<file path="config.mk">
export PLATFORM = sky130hd
export DESIGN_NAME = gpio_apb_bank
export DESIGN_NICKNAME = d
export VERILOG_FILES = /design/src/rtl/gpio_apb_bank.sv
export SDC_FILE = /design/constraint.sdc
export NUM_CORES = 1
export LEC_CHECK = 0
export CAP_MARGIN = 10
export CORE_AREA = 2 2 198 200
export CTS_BUF_LIST = sky130_fd_sc_hd__clkbuf_16
export DETAILED_ROUTE_END_ITERATION = 8
export DIE_AREA = 0 0 200 202
export DONT_BUFFER_PORTS = 1
export PLACE_DENSITY = 0.91
export SLEW_MARGIN = 40
export SYNTH_ARGS = -nofsm -noshare
export SYNTH_HDL_FRONTEND = slang
export SYNTH_SLANG_ARGS = --single-unit
export TNS_END_PERCENT = 100
</file>
<file path="constraint.sdc">
create_clock -name PCLK -period 5 [get_ports PCLK]
set_input_delay 1 -clock PCLK [delete_from_list [all_inputs] [get_ports PCLK]]
set_output_delay 1 -clock PCLK [all_outputs]
set_load 0.05 [all_outputs]
</file>
<file path="src/rtl/gpio_apb_bank.sv">
// APB3 GPIO bank: synchronised/debounced inputs, set/clear outputs and edge/level
// interrupts with W1C status. Zero wait states, synchronous active-high reset.
module gpio_apb_bank #(
  parameter int NUM_PINS   = 32,
  parameter int DB_SAMPLES = 4,
  parameter int PRESC_W    = 16
) (
  input  logic                PCLK,
  input  logic                PRESET,
  input  logic                PSEL,
  input  logic                PENABLE,
  input  logic                PWRITE,
  input  logic [31:0]         PADDR,
  input  logic [31:0]         PWDATA,
  output logic [31:0]         PRDATA,
  output logic                PREADY,
  output logic                PSLVERR,
  input  logic [NUM_PINS-1:0] gpio_in,
  output logic [NUM_PINS-1:0] gpio_out,
  output logic [NUM_PINS-1:0] gpio_oe,
  output logic [NUM_PINS-1:0] irq_pin,
  output logic                irq
);

  localparam int CNT_W = (DB_SAMPLES > 2) ? $clog2(DB_SAMPLES) : 1;

  localparam logic [7:0] ADDR_DATA_IN  = 8'h00;
  localparam logic [7:0] ADDR_DATA_OUT = 8'h04;
  localparam logic [7:0] ADDR_OUT_SET  = 8'h08;
  localparam logic [7:0] ADDR_OUT_CLR  = 8'h0C;
  localparam logic [7:0] ADDR_DIR      = 8'h10;
  localparam logic [7:0] ADDR_INT_EN   = 8'h14;
  localparam logic [7:0] ADDR_INT_TYPE = 8'h18;
  localparam logic [7:0] ADDR_INT_POL  = 8'h1C;
  localparam logic [7:0] ADDR_INT_BOTH = 8'h20;
  localparam logic [7:0] ADDR_INT_STAT = 8'h24;
  localparam logic [7:0] ADDR_DB_EN    = 8'h28;
  localparam logic [7:0] ADDR_DB_PRESC = 8'h2C;

  logic [NUM_PINS-1:0] data_out_r, dir_r, int_en_r, int_type_r, int_pol_r, int_both_r;
  logic [NUM_PINS-1:0] int_stat_r, db_en_r;
  logic [NUM_PINS-1:0] sync1_r, sync2_r, filt_r, prev_r, irq_pin_r;
  logic [CNT_W-1:0]    db_cnt_r [NUM_PINS];
  logic [PRESC_W-1:0]  db_presc_r, presc_cnt_r;
  logic [31:0]         prdata_r, rdata_s;
  logic                pslverr_r, irq_r, err_s;
  logic                access_s, wr_s, rd_s, tick_s, presc_wr_s;
  logic [NUM_PINS-1:0] wdata_s, w1c_s, rise_s, fall_s, edge_ev_s, level_ev_s, event_s;
  logic                unused_s;

  function automatic logic [31:0] zext_pins(input logic [NUM_PINS-1:0] v);
    logic [31:0] r;
    r = 32'h0;
    r[NUM_PINS-1:0] = v;
    return r;
  endfunction

  function automatic logic [31:0] zext_presc(input logic [PRESC_W-1:0] v);
    logic [31:0] r;
    r = 32'h0;
    r[PRESC_W-1:0] = v;
    return r;
  endfunction

  assign access_s   = PSEL & PENABLE;
  assign wr_s       = access_s & PWRITE;
  assign rd_s       = access_s & ~PWRITE;
  assign wdata_s    = PWDATA[NUM_PINS-1:0];
  assign presc_wr_s = wr_s && (PADDR[7:0] == ADDR_DB_PRESC);
  assign tick_s     = (presc_cnt_r == db_presc_r);
  assign unused_s   = ^{PADDR[31:8], PWDATA};

  // Read mux and error decode; DATA_IN is read-only, unmapped offsets error
  always_comb begin
    rdata_s = 32'h0;
    err_s   = 1'b0;
    case (PADDR[7:0])
      ADDR_DATA_IN:  begin rdata_s = zext_pins(filt_r); err_s = PWRITE; end
      ADDR_DATA_OUT: rdata_s = zext_pins(data_out_r);
      ADDR_OUT_SET:  rdata_s = 32'h0;
      ADDR_OUT_CLR:  rdata_s = 32'h0;
      ADDR_DIR:      rdata_s = zext_pins(dir_r);
      ADDR_INT_EN:   rdata_s = zext_pins(int_en_r);
      ADDR_INT_TYPE: rdata_s = zext_pins(int_type_r);
      ADDR_INT_POL:  rdata_s = zext_pins(int_pol_r);
      ADDR_INT_BOTH: rdata_s = zext_pins(int_both_r);
      ADDR_INT_STAT: rdata_s = zext_pins(int_stat_r);
      ADDR_DB_EN:    rdata_s = zext_pins(db_en_r);
      ADDR_DB_PRESC: rdata_s = zext_presc(db_presc_r);
      default:       err_s = 1'b1;
    endcase
  end

  // W1C mask for the interrupt status register
  always_comb begin
    if (wr_s && (PADDR[7:0] == ADDR_INT_STAT)) begin
      w1c_s = wdata_s;
    end else begin
      w1c_s = '0;
    end
  end

  assign rise_s     = filt_r & ~prev_r;
  assign fall_s     = ~filt_r & prev_r;
  assign edge_ev_s  = (int_both_r & (rise_s | fall_s)) |
                      (~int_both_r & ((int_pol_r & fall_s) | (~int_pol_r & rise_s)));
  assign level_ev_s = filt_r ^ int_pol_r;
  assign event_s    = (int_type_r & level_ev_s) | (~int_type_r & edge_ev_s);

  // Configuration and output registers written over APB
  always_ff @(posedge PCLK) begin
    if (PRESET) begin
      data_out_r <= '0;
      dir_r      <= '0;
      int_en_r   <= '0;
      int_type_r <= '0;
      int_pol_r  <= '0;
      int_both_r <= '0;
      db_en_r    <= '0;
      db_presc_r <= '0;
    end else if (wr_s) begin
      case (PADDR[7:0])
        ADDR_DATA_OUT: data_out_r <= wdata_s;
        ADDR_OUT_SET:  data_out_r <= data_out_r | wdata_s;
        ADDR_OUT_CLR:  data_out_r <= data_out_r & ~wdata_s;
        ADDR_DIR:      dir_r      <= wdata_s;
        ADDR_INT_EN:   int_en_r   <= wdata_s;
        ADDR_INT_TYPE: int_type_r <= wdata_s;
        ADDR_INT_POL:  int_pol_r  <= wdata_s;
        ADDR_INT_BOTH: int_both_r <= wdata_s;
        ADDR_DB_EN:    db_en_r    <= wdata_s;
        ADDR_DB_PRESC: db_presc_r <= PWDATA[PRESC_W-1:0];
        default:       ;
      endcase
    end
  end

  // APB response: read data holds between reads, error pulses for one cycle
  always_ff @(posedge PCLK) begin
    if (PRESET) begin
      prdata_r  <= 32'h0;
      pslverr_r <= 1'b0;
    end else begin
      pslverr_r <= access_s & err_s;
      if (rd_s) begin
        prdata_r <= rdata_s;
      end
    end
  end

  // Debounce prescaler; restarts whenever DB_PRESC is written
  always_ff @(posedge PCLK) begin
    if (PRESET || presc_wr_s || tick_s) begin
      presc_cnt_r <= '0;
    end else begin
      presc_cnt_r <= presc_cnt_r + {{(PRESC_W-1){1'b0}}, 1'b1};
    end
  end

  // Synchroniser, per-pin debounce filter, edge history and interrupt state
  always_ff @(posedge PCLK) begin
    if (PRESET) begin
      sync1_r    <= '0;
      sync2_r    <= '0;
      filt_r     <= '0;
      prev_r     <= '0;
      int_stat_r <= '0;
      irq_pin_r  <= '0;
      irq_r      <= 1'b0;
      for (int i = 0; i < NUM_PINS; i++) begin
        db_cnt_r[i] <= '0;
      end
    end else begin
      sync1_r    <= gpio_in;
      sync2_r    <= sync1_r;
      prev_r     <= filt_r;
      // a new event wins over a same-cycle W1C of that bit
      int_stat_r <= (int_stat_r & ~w1c_s) | event_s;
      irq_pin_r  <= int_stat_r & int_en_r;
      irq_r      <= |(int_stat_r & int_en_r);
      for (int i = 0; i < NUM_PINS; i++) begin
        if (!db_en_r[i]) begin
          filt_r[i]   <= sync2_r[i];
          db_cnt_r[i] <= '0;
        end else if (tick_s) begin
          // a sample equal to the accepted level restarts the count
          if (sync2_r[i] == filt_r[i]) begin
            db_cnt_r[i] <= '0;
          end else if (db_cnt_r[i] == CNT_W'(DB_SAMPLES - 1)) begin
            filt_r[i]   <= sync2_r[i];
            db_cnt_r[i] <= '0;
          end else begin
            db_cnt_r[i] <= db_cnt_r[i] + CNT_W'(1);
          end
        end
      end
    end
  end

  assign PRDATA   = prdata_r;
  assign PSLVERR  = pslverr_r;
  assign PREADY   = 1'b1;
  assign gpio_out = data_out_r;
  assign gpio_oe  = dir_r;
  assign irq_pin  = irq_pin_r;
  assign irq      = irq_r;

endmodule

</file>
Word level (Yosys, flattened, before mapping):

Memories as Yosys holds them, arrays and structs flattened.
Index checks and enable logic that the tools add are counted.

* register bits after elaboration: 482
* memories kept: 1
* memory bits (writable): 64
* bits of input ports: 101

* multiplexer cells: 902
* add/sub/neg operators: 33
* equality and inequality tests: 172
* reduce and logical (&&, ||, !) cells: 48
* bitwise logic cells: 158

Memories
* db_cnt_r: words 32, width 2, read ports 32, clocked after Yosys merged registers in 0, write ports 32, line 43 `logic [CNT_W-1:0] db_cnt_r [NUM_PINS];`

Operators with widths (number)
* $mux 1: 770
* $and 32x32->32: 11
* $pmux 32 s10: 1
* $mux 2: 128
* $not 32->32: 7
* $or 32x32->32: 6
* $ne 2x1->1 const B: 64
* $or 1x1->1: 128
* $pmux 32 s3: 1
* $reduce_and 3->1: 32
* $add 2x1->2 const B: 32
* $eq 2x2->1 const B: 32
* $ne 2x2->1 const B: 32
* $eq 1x1->1: 32
* $eq 8x5->1 const B: 4
* $eq 8x6->1 const B: 4
* $mux 32: 1
* $reduce_or 32->1: 1
* $xor 32x32->32: 1
* $add 16x1->16 const B: 1
* $eq 16x16->1: 1
* $eq 8x4->1 const B: 2
* $reduce_and 2->1: 8
* $reduce_or 11->1: 1
* 8 further kinds: 13

Depth between registers and ports, before layout:

Gate-level depths: netlist (run 1).
An unclocked memory read counts as a cell.

* word-level depth: 10
* depth in mapped cells: 8
* mapped depth without buffers: 7

Least setup slack after synthesis (run 1):

OpenSTA, ideal clock, no wires.

* kind: input port to flip-flop
* from: input port PADDR[1]
* to: register prdata_r[5] (netlist: PRDATA[5])
* data required time: 4.938 ns
* cell stages on the path: 6
* path slack: 2.204 ns
* arrival time: 2.734 ns
* cell sequence: or4_4 -> a2111o_1 -> or2_1 -> buf_2 -> or3_1 -> nand3_1

* cells in the longest elaborated chain, start to end: 2
* elaborated cells between the ends (all ways): 11

Ends and longest elaborated chain
* start: declaration: line 13 `input logic [31:0] PADDR,`
* $eq 8x6->1, or another cell as far along: line 77 `case (PADDR[7:0])`
* $pmux 32 s10 *: line 77
* end signal: assignment: line 146 `prdata_r <= rdata_s;`
* end: declaration: line 45 `logic [31:0] prdata_r, rdata_s;`

Mark *: on every way between the ends. The rest lies on a longest branch, timed or not.
A chain may end at the register's enable or synchronous reset.

Final worst setup path (run 1):

* from: input port PADDR[5]
* to: register dir_r[22] (netlist: gpio_oe[22])

* cells in the longest elaborated chain, start to end: 2

Ends and longest elaborated chain
* $eq 8x5->1: line 122 `case (PADDR[7:0])`
* $reduce_and 2->1 (no source line)
* end signal: assignment: line 126 `ADDR_DIR: dir_r <= wdata_s;`
* end: declaration: line 40 `logic [NUM_PINS-1:0] data_out_r, dir_r, int_en_r, int_type_r, int_pol_r, int_both_r;`

Every way passes these cells.

==> flow_summary_export.csv, run 1 <==
group,metric,value,unit
timing,setup_violations,0,
clock_tree,cts_inserted_buffers,53,
power,p_clk_frac,0.442,
setup_path,cp.required,5.49,ns
timing,fin_hold_ws,0.4368,ns
floorplan,core,38290,um2
yosys,ys.flop_type,"dfxtp_1",
clock_tree,clock_latency,0.61,ns
floorplan,dieHeight,202,um
global_route,grt_pass1_wl,118500,um
layout,fin_nets,2927,
global_route,grt_start_max_net_pins,505,
global_route,antenna_found_initial,1,
timing,clock_skew,0.01862,ns
clock_tree,cts_buffer_depth,3,
routing,drt_iter0_markers,3626,
yosys,synth_top_area_cell,"dfxtp_1",
floorplan,die_area,40400,um2
global_route,grt_usage,0.3810,
layout,fill_cells,2692,
timing,grt_setup_unrepaired,"false",
power,power_frac_comb,0.023,
yosys,synth_edf_count,64,
yosys,yosysSeqAreaShare,0.4682,
clock_tree,clk_pin_slew,0.06,ns
layout,layout-drive-gt1-share,0.06715,
routing,first_pass_iters,8,
yosys,synthTopCellsByArea,"dfxtp_1 (39%), nand2_1 (8.6%), edfxtp_1 (7.8%)",
setup_path,path_max_fanout,35,
clock_tree,cts_htree_levels,2,
placement,dp_hpwl,50210,um
timing,worst_pin_slew,1.593,ns
clock_tree,numClockSinks,546,
placement,place_ws,1.492,ns
yosys,synth_fp_nets,3039,
placement,place.gp.congestion,0.9677,
routing,finalWirelength,78590,um
power,power.internal,6.598,mW
power,power_density,318.3,nW/um2
clock_tree,cts_root_buffer,"clkbuf_16",
yosys,syn_inst,2841,
status,violations,"slew limit",
global_route,grt_pass1_vias,21276,
routing,detail_route.vias_per_cell,6.704,
floorplan,std_cell_rows,72,
routing,ant_nets,0,
status,status,"complete, but fails checks",
power,vdd_ir_drop_max,180.1,uV
power,sequentialPowerShare,0.535,
setup_path,setup.worst_path.start_class,"input pin",
timing,min_period,3.043,ns
floorplan,start_util,0.6455,
floorplan,ioPinCount,232,
layout,fin_util,0.6928,
timing,timing.final.crit_share,0.6087,
layout,design_area,26530,um2
clock_tree,cts-resized-gates,0,
yosys,synth_top_cell_area_share,0.3904,
timing,slew_headroom,-0.06167,
setup_path,crit_arrival,3.54,ns
yosys,synth_area_per_cell,8.699,um2
yosys,synth.ff_latch_count,546,
routing,wl_per_cell,23.90,um
global_route,overflow,0,
setup_path,end_kind,"register",
flow_run,maxCapViolCount,0,
clock_tree,cts_tree,"built",
timing,worst_slack,1.957,ns
min_path,holdCritPathClass,"register to register",
timing,setup_tns,0,ns
routing,drc,0,
clock_tree,cts_hold_buf,0,
timing,max_freq,328.6,MHz
floorplan,dieWidth,200,um
placement,portBuffers,0,
routing,via_count,22049,
power,p_sw_frac,0.2185,
clock_tree,post-cts-setup-buffers,0,
yosys,ys.warnings.count,0,
timing,slew_viol_final,156,
power,power.switching,1.845,mW
yosys,ys_async_sr_fraction,0,
placement,placed_area,24930,um2
yosys,syn-cell-area,24710,um2
yosys,yosysUniqueCellTypes,64,
setup_path,worst-setup-path-type,"input pin to register",
power,p_leak,9.713,nW
timing,hold_viol_final,0,
layout,syn_to_final_growth,7.325,%
## routing by layer
| metal | up-vias | track usage | part of all wire |
|---|---|---|---|
| li1 | 9548 | - | - |
| met2 | 1773 | 0.5510 | 0.41 |
| met4 | 2 | 0.2360 | 0.069 |
| met3 | 507 | 0.1388 | 0.16 |
| met1 | 10219 | 0.4823 | 0.35 |
| met5 | - | 0 | 0.00017 |
## power groups by stage
stage / logic [mW] / clock network [mW] / registers (mW)
global route: 0.208 / 3.91 / 4.52
CTS: 0.188 / 3.74 / 4.51
global placement: 0.174 / 0 / 4.61
floorplan: 0.250 / 0 / 4.59
finish: 0.198 / 3.73 / 4.52
detailed placement: 0.185 / 0 / 4.61
## sequential cells by signal, summed over array words and instances, names as in the netlist
name and flops:
int_type_r 32, int_stat_r 32, presc_cnt_r 16, filt_r 32, db_cnt_r 64, int_en_r 32, PSLVERR 1, int_both_r 32
db_presc_r 16, int_pol_r 32, irq_pin 32, irq 1, PRDATA 32, prev_r 32, db_en_r 32, gpio_out 32
sync1_r 32, gpio_oe 32, sync2_r 32
## synthesized netlist by cell type, drive strengths merged, types with 21 or more instances
cell     count
inv        132
ha          97
a221oi      37
a22oi       71
xor2        86
clkbuf     146
mux2i       55
o2bb2ai     21
a21oi      216
a211oi      67
mux2        49
nor2       182
buf         52
nor3        27
nor2b      135
nand3       64
dfxtp      482
edfxtp      64
nand2      563
nor4        75
o21ai       97
## worst max-delay path: stages
cell and delay [ns]:
nor4b_4 0.72, nand2b_1 0.31, nor2_2 0.74, buf_4 0.48, nand2_1 0.11, a21oi_1 0.14
## layout by cell type (no fill, tap or decap), types with 8 or more instances in the layout
master	count
nand2_1	559
dfxtp_1	482
a21oi_1	216
nor2_1	174
inv_1	152
nor2b_1	131
ha_1	97
o21ai_0	87
xor2_1	86
nor4_1	73
a22oi_1	71
a211oi_1	67
edfxtp_1	64
nand3_1	63
mux2i_1	55
clkbuf_16	54
mux2_2	49
a221oi_1	37
buf_4	31
o2bb2ai_1	21
nor3_1	20
a22o_1	18
nand4_1	12
clkinv_1	12
and2_1	11
o21ai_1	10
xnor2_1	8
## stage by stage
stage               power (mW)  cells
floorplan                4.839   2841
global placement         4.780   3191
detailed placement       4.793   3192
CTS                      8.438   3288
global route             8.632   3288
finish                   8.443   3289
## cells by family after synthesis
| family | Yosys count | share of synthesized area |
|---|---|---|
| XOR/XNOR | 94 | 0.03331 |
| adder cells (fa/ha/maj) | 97 | 0.04911 |
| AND/OR/NAND/NOR | 1095 | 0.2009 |
| AO/OA/AOI/OAI | 568 | 0.1460 |
| multiplexers | 110 | 0.05007 |
| buffers and inverters | 330 | 0.05225 |
| flip-flops | 546 | 0.4682 |
| other | 1 | 0.0001517 |
## area by class of cell
cell class              instances  area [um2]  area share
multi-input cells            1965       12000      0.4525
flip-flops and latches        546       11570      0.4362
clock buffers                  54        1351     0.05094
well taps                     518       648.1     0.02443
inverters                     132       495.5     0.01868
repair buffers                 31       232.7    0.008774
clock inverters                42       222.7    0.008396
diodes                          1       2.502  0.00009434
## final timing paths
kind,slack [ns],depth (start not counted),to,startpoint
worst max-delay path,1.96,6,gpio_oe[22]$_SDFFE_PP0P_,PADDR[5]
worst min-delay path,0.44,1,sync2_r[12]$_SDFF_PP0_,sync1_r[12]$_SDFF_PP0_
worst max register to register,2.38,5,db_cnt_r[0][24]$_SDFFCE_PN0P_,presc_cnt_r[2]$_SDFF_PP0_
worst min register to register,0.44,1,sync2_r[12]$_SDFF_PP0_,sync1_r[12]$_SDFF_PP0_
Note: power is estimated with default switching activity, not from simulation.
==> run 2, diff against run 1 <==
- CORE_AREA: 2 2 198 200 -> 2 2 200 202
- DIE_AREA: 0 0 200 202 -> 0 0 202 204
- PLACE_DENSITY: 0.91 -> 0.89
- clock period: 5 -> 2.98 ns (I/O delays scaled with it)
==> run 2 against run 1 <==
Net effect:
- the flow still finishes with violations (slew limit)
- first-iteration DRC count shrank 19%
- final cell count grew 1.1%
- utilization shrank 0.89 points
==> flow_summary_export.csv, run 2 (synthesis results as in run 1) <==
group,metric,value,unit
status,status,"complete, but fails checks",
status,violations,"slew limit",
floorplan,start_util,0.6307,
layout,syn_to_final_growth,8.429,%
setup_path,setup.worst_path.start_class,"register",
placement,placed_area,25120,um2
clock_tree,cts_inserted_buffers,54,
floorplan,dieHeight,204,um
timing,fin_hold_ws,0.1016,ns
global_route,grt_usage,0.3646,
clock_tree,cts_tree,"built",
layout,design_area,26800,um2
timing,grt_setup_unrepaired,"false",
clock_tree,cts_buffer_depth,3,
flow_run,maxCapViolCount,0,
setup_path,slowest_stage,"nor4_1",
power,vdd_ir_drop_max,414.9,uV
power,sequentialPowerShare,0.526,
clock_tree,clock_latency,0.61,ns
power,p_clk_frac,0.451,
power,finalPower,14.41,mW
floorplan,ioPinCount,232,
routing,first_pass_iters,8,
timing,slew_viol_final,58,
floorplan,dieWidth,202,um
clock_tree,cts_hold_buf,0,
floorplan,die_area,41210,um2
setup_path,end_kind,"register",
timing,setup_tns,0,ns
setup_path,cp.required,3.45,ns
timing,hold_viol_final,0,
timing,setup_violations,0,
power,power_frac_comb,0.023,
routing,drt_iter0_markers,2920,
global_route,grt_pass1_vias,21169,
layout,fill_cells,2821,
timing,worst_pin_slew,1.523,ns
setup_path,slowest_delay,0.54,ns
clock_tree,cts-resized-gates,0,
routing,drc,0,
clock_tree,numClockSinks,546,
clock_tree,cts_root_buffer,"clkbuf_16",
floorplan,core,39180,um2
layout,antenna_cells,0,
timing,clock_skew,0.03132,ns
clock_tree,cts_htree_levels,2,
power,p_sw_frac,0.2158,
setup_path,crit_arrival,2.94,ns
global_route,grt_start_max_net_pins,505,
layout,final_cell_mix,"nand2_1 (563), dfxtp_1 (482), a21oi_1 (216), nor2_1 (178), inv_1 (152)",
layout,fin_nets,2954,
power,power_density,537.6,nW/um2
setup_path,worst-setup-path-type,"register to register",
timing,timing.final.crit_share,0.8273,
global_route,grt_pass1_wl,117100,um
placement,dp_hpwl,51520,um
timing,min_period,2.465,ns
layout,layout-drive-gt1-share,0.07107,
power,power.internal,11.30,mW
placement,portBuffers,0,
routing,ant_nets,0,
layout,fin_util,0.6839,
min_path,holdCritPathClass,"input pin to register",
clock_tree,clk_pin_slew,0.06,ns
routing,via_count,21917,
global_route,antenna_found_initial,1,
setup_path,path_max_fanout,96,
power,p_leak,9.844,nW
power,power.switching,3.108,mW
clock_tree,post-cts-setup-buffers,0,
layout,top_register,"db_cnt_r",
routing,wl_per_cell,23.40,um
timing,max_freq,405.6,MHz
setup_path,cp_cell_sequence,"xor2_1 -> nor4_1 -> nand4_1 -> buf_12 -> o21ai_0 -> mux2_2",
global_route,overflow,0,
routing,finalWirelength,77810,um
layout,largest_reg_flops,64,
layout,layout_commonest_cell,"nand2_1",
routing,detail_route.vias_per_cell,6.592,
placement,place.gp.congestion,0.9616,
timing,slew_headroom,-0.01560,
floorplan,std_cell_rows,73,
[run 2: cell types whose count changed in the layout (fill, tap and decap cells not counted), moves of 4 or more]
cell       before  now
buf_12          0    5
nor2_1        174  178
buf_4          31   52
nand2_1       559  563
clkbuf_16      54   58
[run 2: metrics by stage]
stage          setup slack [ns]  instances
2_1_floorplan            0.5878       2841
3_3_place_gp             0.4340       3225
3_5_place_dp             0.3616       3225
4_1_cts                  0.5873       3325
5_1_grt                  0.4281       3325
6_report                 0.5146       3325
[run 2: path summary, 6_finish.rpt]
kind / start / slack [ns] / end / depth (start not counted)
min reg2reg: sync1_r[9]$_SDFF_PP0_ / 0.43 / sync2_r[9]$_SDFF_PP0_ / 1
min: PENABLE / 0.10 / PSLVERR$_SDFF_PP0_ / 2
max reg2reg: presc_cnt_r[7]$_SDFF_PP0_ / 0.51 / filt_r[24]$_SDFFE_PP0P_ / 6
max: presc_cnt_r[7]$_SDFF_PP0_ / 0.51 / filt_r[24]$_SDFFE_PP0P_ / 6
[run 2: power groups by stage]
stage	sequential [mW]	combinational, mW	clock (mW)
6_report	7.58	0.334	6.49
3_3_place_gp	7.73	0.302	0
5_1_grt	7.58	0.352	6.83
3_5_place_dp	7.73	0.318	0
2_1_floorplan	7.70	0.420	0
4_1_cts	7.57	0.322	6.52
[run 2: worst max-delay path: cells and delay by family (launching register included)]
kind,cells,cell delay (ns)
xor+xnor,1,0.11
simple gates,2,0.80
compound gates,1,0.28
mux,1,0.37
buf+inv,1,0.32
flops,1,0.45
[run 2: layout make-up]
cell class              instances  area (um2)  area share
multi-input cells            1965       11910      0.4443
flip-flops and latches        546       11570      0.4318
clock buffers                  58        1451     0.05416
well taps                     525       656.9     0.02451
inverters                     132       495.5     0.01849
repair buffers                 57       490.5     0.01830
clock inverters                42       226.5    0.008451
[run 2: routing by layer]
layer  up-vias  track usage  wire [um]
met3       407       0.1132      11520
met4         2       0.2282       5191
met2      1657       0.5432      32540
met1     10256       0.4613      28510
li1       9595            -          -
met5         -     0.008333         50
